<file path="src/rtl/timepulse_decoder.sv">
// Decodes the timer's ring strobes into one-hot time pulses T01..T12 and counts MCTs.
// Optional ring-protocol checker is compiled in when TPDEC_RINGCHK_EN is defined.
module timepulse_decoder #(
  parameter int TP_COUNT = 12,
  parameter int MCT_W    = 16
) (
  input  logic                SIM_CLK,
  input  logic                SIM_RST,
  input  logic                EVNSET,
  input  logic                ODDSET_,
  input  logic [4:0]          P,
  input  logic                STOP,
  input  logic                GOJAM_,
  output logic [TP_COUNT-1:0] T,
  output logic                T12DC_,
  output logic                TPSTEP,
  output logic [MCT_W-1:0]    MCT_CNT,
  output logic                RING_ERR
);

  localparam logic [TP_COUNT-1:0] T12_ONLY = {1'b1, {(TP_COUNT-1){1'b0}}};

  logic                r_evnset_q;
  logic [TP_COUNT-1:0] r_t;
  logic                r_t12dc;
  logic                r_tpstep;
  logic [MCT_W-1:0]    r_mct_cnt;

  logic                w_ev_rise;
  logic [TP_COUNT-1:0] w_t_next;
  logic                w_step;
  logic                w_mct_inc;

  assign w_ev_rise = EVNSET & ~r_evnset_q;

  always_comb begin
    w_t_next  = r_t;
    w_step    = 1'b0;
    w_mct_inc = 1'b0;
    if (!GOJAM_) begin
      w_t_next = T12_ONLY;
    end else if (!STOP && w_ev_rise) begin
      w_t_next  = {r_t[TP_COUNT-2:0], r_t[TP_COUNT-1]};
      w_step    = 1'b1;
      w_mct_inc = r_t[TP_COUNT-1];
    end
  end

  always_ff @(posedge SIM_CLK) begin
    if (SIM_RST) begin
      r_evnset_q <= 1'b0;
      r_t        <= T12_ONLY;
      r_t12dc    <= 1'b0;
      r_tpstep   <= 1'b0;
      r_mct_cnt  <= '0;
    end else begin
      r_evnset_q <= EVNSET;
      r_t        <= w_t_next;
      // T12DC_ tracks the registered T12 bit without a combinational output path
      r_t12dc    <= ~w_t_next[TP_COUNT-1];
      r_tpstep   <= w_step;
      if (w_mct_inc) r_mct_cnt <= r_mct_cnt + 1'b1;
    end
  end

  assign T       = r_t;
  assign T12DC_  = r_t12dc;
  assign TPSTEP  = r_tpstep;
  assign MCT_CNT = r_mct_cnt;

`ifdef TPDEC_RINGCHK_EN
  logic       r_oddset_q;
  logic [4:0] r_p_q;
  logic       r_odd_seen;
  logic       r_ring_err;

  logic       w_od_fall;
  logic       w_p_valid;
  logic       w_p_bad_step;
  logic       w_odd_miss;

  assign w_od_fall    = ~ODDSET_ & r_oddset_q;
  assign w_p_bad_step = (P != r_p_q) && (P != {r_p_q[3:0], ~r_p_q[4]});
  // a coincident odd fall legitimises the even rise in the same cycle
  assign w_odd_miss   = w_ev_rise & ~r_odd_seen & ~w_od_fall;

  always_comb begin
    w_p_valid = 1'b0;
    case (P)
      5'b00000, 5'b00001, 5'b00011, 5'b00111, 5'b01111,
      5'b11111, 5'b11110, 5'b11100, 5'b11000, 5'b10000: w_p_valid = 1'b1;
      default: w_p_valid = 1'b0;
    endcase
  end

  always_ff @(posedge SIM_CLK) begin
    if (SIM_RST) begin
      r_oddset_q <= 1'b1;
      r_p_q      <= P;
      r_odd_seen <= 1'b1;
      r_ring_err <= 1'b0;
    end else begin
      r_oddset_q <= ODDSET_;
      r_p_q      <= P;
      if (w_ev_rise)      r_odd_seen <= 1'b0;
      else if (w_od_fall) r_odd_seen <= 1'b1;
      if (GOJAM_ && (!w_p_valid || w_p_bad_step || w_odd_miss)) r_ring_err <= 1'b1;
    end
  end

  assign RING_ERR = r_ring_err;
`else
  logic w_unused;
  assign w_unused = ^{P, ODDSET_};
  assign RING_ERR = 1'b0;
`endif

endmodule

</file>
<file path="config.mk">
export PLATFORM = sky130hd
export DESIGN_NAME = timepulse_decoder
export DESIGN_NICKNAME = d
export VERILOG_FILES = /design/src/rtl/timepulse_decoder.sv
export SDC_FILE = /design/constraint.sdc
export NUM_CORES = 1
export LEC_CHECK = 0
export ABC_CLOCK_PERIOD_IN_PS = 1700
export CAP_MARGIN = 25
export CORE_ASPECT_RATIO = 2
export CORE_UTILIZATION = 35
export DETAILED_ROUTE_END_ITERATION = 7
export PLACE_DENSITY = 0.74
export SLEW_MARGIN = 20
export SYNTH_ARGS = -nofsm -noshare
export SYNTH_HDL_FRONTEND = slang
export SYNTH_SLANG_ARGS = --single-unit
</file>
<file path="constraint.sdc">
create_clock -name SIM_CLK -period 1.7 [get_ports SIM_CLK]
set_input_delay 0.34 -clock SIM_CLK [delete_from_list [all_inputs] [get_ports SIM_CLK]]
set_output_delay 0.34 -clock SIM_CLK [all_outputs]
set_load 0.01 [all_outputs]
</file>
* Word level (Yosys, flattened, before mapping)
Index checks and enable logic that the tools add are counted.
Cells by class: equality and inequality tests 0, mux-type cells 5, shift-type cells 0, multipliers 0, magnitude comparators 0, div/mod/pow operators 0, reductions and logical operators 3, add/sub/neg operators 1, bitwise logic cells 4
Operators with widths (count):
- 12-bit two-way mux | 2
- 16-bit by 1-bit adder with 16-bit output (second input constant) | 1
- 1-bit two-way mux | 3
- 1-bit inverter | 3
- 2-bit OR reduction | 1
- 1-bit AND | 1
- 1-bit logical AND | 1
- 1-bit logical NOT | 1
Storage, ports and cells: input port bits 11, logic and storage cells 19, RAM bits 0, flip-flop bits (word level) 31, ROM bits 0, output and inout port bits 31, latch bits 0, memories kept 0

* Logic depth before layout (Yosys ltp)
word-level depth 6, gate-level depth with buffers 5, gate-level depth less buffers 5

* Worst setup path after synthesis
No wires, ideal clock.
kind input-to-reg, start input STOP, end register r_mct_cnt[12], in the netlist MCT_CNT[12], buffers on the path 1, stages on the path 5, slack -30 ps, arrival time 1660 ps, cells stage by stage or3b_1 buf_6 or2_4 or4_1 a21oi_1
Between the ends: longest elaborated chain between the ends 4
RTL lines:
- start: declaration | RTL line 12 | input logic STOP,
- 1-bit logical NOT | RTL line 42 | end else if (!STOP && w_ev_rise) begin
- 1-bit logical AND | RTL line 42
- 1-bit two-way mux | RTL line 42
- 1-bit two-way mux | RTL line 40 | if (!GOJAM_) begin
- end signal: assignment | RTL line 62 | if (w_mct_inc) r_mct_cnt <= r_mct_cnt + 1'b1;
- end: declaration | RTL line 27 | logic [MCT_W-1:0] r_mct_cnt;
No other way between the ends. A chain may end at the register's enable or synchronous reset.

* Worst setup path after layout
start register r_evnset_q, end register r_mct_cnt[12], in the netlist MCT_CNT[12]
Between the ends: longest elaborated chain between the ends 5
RTL lines:
- start: declaration | RTL line 23 | logic r_evnset_q;
- start signal: assignment | RTL line 51 | r_evnset_q <= 1'b0;
- start signal: assignment | RTL line 57 | r_evnset_q <= EVNSET;
- 1-bit inverter | RTL line 34 | assign w_ev_rise = EVNSET & ~r_evnset_q;
- 1-bit AND | RTL line 34
- 1-bit logical AND | RTL line 42
- 1-bit two-way mux | RTL line 42
- 1-bit two-way mux | RTL line 40
No other way between the ends.

==> results.py <==
metrics = {
    "run_status": {
        "status": "completed",
    },
    "global_route": {
        "track_usage": 0.176,
        "grt_pass1_wl_um": 4890,
        "overflow": 0,
        "grt_antenna_before_repair": 0,
        "grt_pass1_vias": 1139,
        "grt_max_degree": 18,
    },
    "place": {
        "portBuffers": 34,
        "dp.cells": 244,
        "dpl.hpwl_um": 2310,
        "place.gp.congestion": 0.777,
    },
    "floorplan": {
        "core_sq_um": 3420,
        "fp.dieArea_sq_um": 3870,
        "rows": 30,
        "ios": 42,
        "initial_utilization": 0.370,
        "die_w_um": 44.5,
        "die_h_um": 87.0,
    },
    "cts": {
        "cts_max_path_buffers": 2,
        "clk_pin_slew_worst_paths_ns": 0.06,
        "htreeDepth": 2,
        "cts-root-buf": "clkbuf_8",
        "cts.sinks": 31,
        "clk_latency_ns": 0.29,
        "numCtsBuffers": 5,
        "cts_tree": "yes",
        "postCtsHoldBufs": 0,
    },
    "sta": {
        "period_share": 0.981,
        "hold_ws_ns": 0.472,
        "finClkSkew_ns": 0.00306,
        "finalHoldViolations": 0,
        "slew_viol_final": 0,
        "period_minus_slack_ns": 1.67,
        "timing.fmax_mhz": 600,
        "setup_violations": 0,
    },
    "synth": {
        "synth_area_leaders": "dfxtp_1, nand2_1, a21oi_1",
        "ys_dominant_reg_cell": "dfxtp_1",
        "netlist_instances": 149,
        "synth_fp_nets": 161,
        "yosysSeqAreaShare": 0.491,
        "synth_edf_count": 0,
        "synth-warning-count": 0,
        "ys_seq_elements": 31,
        "synth_top_area_frac": 0.491,
        "async_reset_ff_frac": 0,
        "synth_top_area_cell": "dfxtp_1",
        "yosys.cell_types.count": 33,
        "synthesis.area_sq_um": 1260,
        "syn-mean-instance-area_sq_um": 8.49,
    },
    "drt": {
        "routed_wl_um": 3140,
        "antenna_left": 0,
        "wl_per_cell_um": 12.4,
        "drc": 0,
        "drt-initial-drc-count": 22,
        "vias": 1222,
        "vias_per_cell": 4.85,
        "drt_pass1_iterations": 6,
    },
    "worst_setup_path": {
        "start_kind": "register",
        "timing.rr.end": "MCT_CNT[12]",
        "required_ns": 1.92,
        "cp_max_fo": 3,
        "arrival_ns": 1.89,
        "r2r_start": "r_evnset_q",
        "path_class": "register to register",
        "regToRegSetupSlack_ns": 0.03,
        "r2r_cells": 4,
        "end_kind": "register",
    },
    "layout": {
        "diodes": 0,
        "final_layout_size_suffix_gt1_frac": 0.216,
        "nFillCells": 327,
        "final_cells": 252,
        "syn_to_final_growth_pct": 50.8,
        "nets": 216,
    },
    "worst_hold_path": {
        "whs_path_depth": 2,
        "hold_path_end": "T[9]",
        "hold_class": "register to register",
        "min-delay-start": "T[8]",
    },
    "pwr": {
        "ir_worst_vdd_mv": 0.628,
        "p_leak_nw": 0.649,
        "p_per_area_nw_per_um2": 733,
    },
    "run": {
        "max-cap-violations": 0,
    },
}
metrics by stage:
step           setup slack [ns]  total power [mW]   TNS [ns]  utilization  instance area (sq um)
3_5_place_dp             -0.408             0.825      -3.94        0.524                   1790
6_report                 0.0325              1.40          0        0.559                   1910
4_1_cts                 0.00883              1.41          0        0.550                   1880
2_1_floorplan           -0.0131             0.788    -0.0131            -                   1270
3_3_place_gp             -0.372             0.824      -3.47        0.524                   1790
5_1_grt               -0.000407              1.45  -0.000407        0.559                   1910
worst max-delay path by stage:
stage	to	from	depth (start not counted)	slack [ns]
final	MCT_CNT[12]	r_evnset_q	4	0.03
after global routing	MCT_CNT[12]	MCT_CNT[1]	5	-0.0004
after CTS	MCT_CNT[12]	MCT_CNT[0]	5	0.009
after detailed placement	MCT_CNT[12]	EVNSET	5	-0.41
after global placement	MCT_CNT[12]	EVNSET	5	-0.37
after floorplan	MCT_CNT[12]	STOP	5	-0.01
Yosys cell counts (2+ instances only):
cell type and n:
or3_1 2, nor2_1 12, nor4_1 4, clkbuf_1 7, nor3_1 4, nand2_1 28, dfxtp_1 31, nand4_1 4
inv_1 5, nand3_1 3, a21oi_1 16, or4_1 2, xnor2_1 9, o31ai_1 3
critical path, stage by stage, from the launching register on:
cell and delay [ns]:
dfxtp_1 0.33, or3b_4 0.38, or2_4 0.23, or4_1 0.52, a21oi_1 0.15
sequential cells by signal (all words and copies together) (netlist names):
signal,flops
TPSTEP,1
T12DC_,1
r_evnset_q,1
MCT_CNT,16
T,12
area by class of cell:
class	instances	area [sq um]	share of cell area
clock buffer	6	82.6	0.0433
sequential	31	629	0.330
timing repair buffer	57	509	0.267
multi-input combinational	104	603	0.316
tap	48	60.1	0.0315
inverter	5	18.8	0.00984
clock inverter	1	5.00	0.00262
metal layers:
metal  global-route usage  routed length, um  vias up
met3               0.0477                129        8
met5                    0                  0        -
met2                0.303               1700       34
met4                0.110                 95        0
met1                0.177               1220      569
li1                     -                  -      611
logic make-up after synthesis:
group,after synthesis,synth area share
xor gates and xnor gates,10,0.0692
muxes,1,0.00791
and+or+nand+nor,70,0.277
buffers and inverters,14,0.0505
DFF,31,0.491
other,1,0.00296
AOI/OAI and AO/OA,21,0.0920
adders and majority gates,1,0.00989
where the power goes:
group / switching, mW / internal [mW]
registers: 0.00426 / 0.732
logic: 0.0382 / 0.0335
clock network: 0.274 / 0.317
total: 0.316 / 1.08
timing repair:
action | CTS | global route
endpoints found under the setup margin | 8 | 4
setup buffers | 0 | 1
resized for setup | 6 | 6
pin swaps | 4 | 1
cell usage in the layout (no fill, tap or decap), types with 2 or more instances in the layout:
master,synthesis,layout
nand3_1,3,3
dfxtp_2,0,7
dlygate4sd2_1,0,3
nand4_1,4,4
inv_1,5,5
nand2_1,28,28
or4_1,2,2
clkdlybuf4s50_1,0,31
a21oi_1,16,15
clkbuf_8,0,6
buf_4,1,23
xnor2_1,9,9
o31ai_1,3,3
nor2_1,12,12
nor3_1,4,4
dfxtp_1,31,24
nor4_1,4,3
or2_4,1,2
No activity file was read; power rests on OpenSTA's default activity.
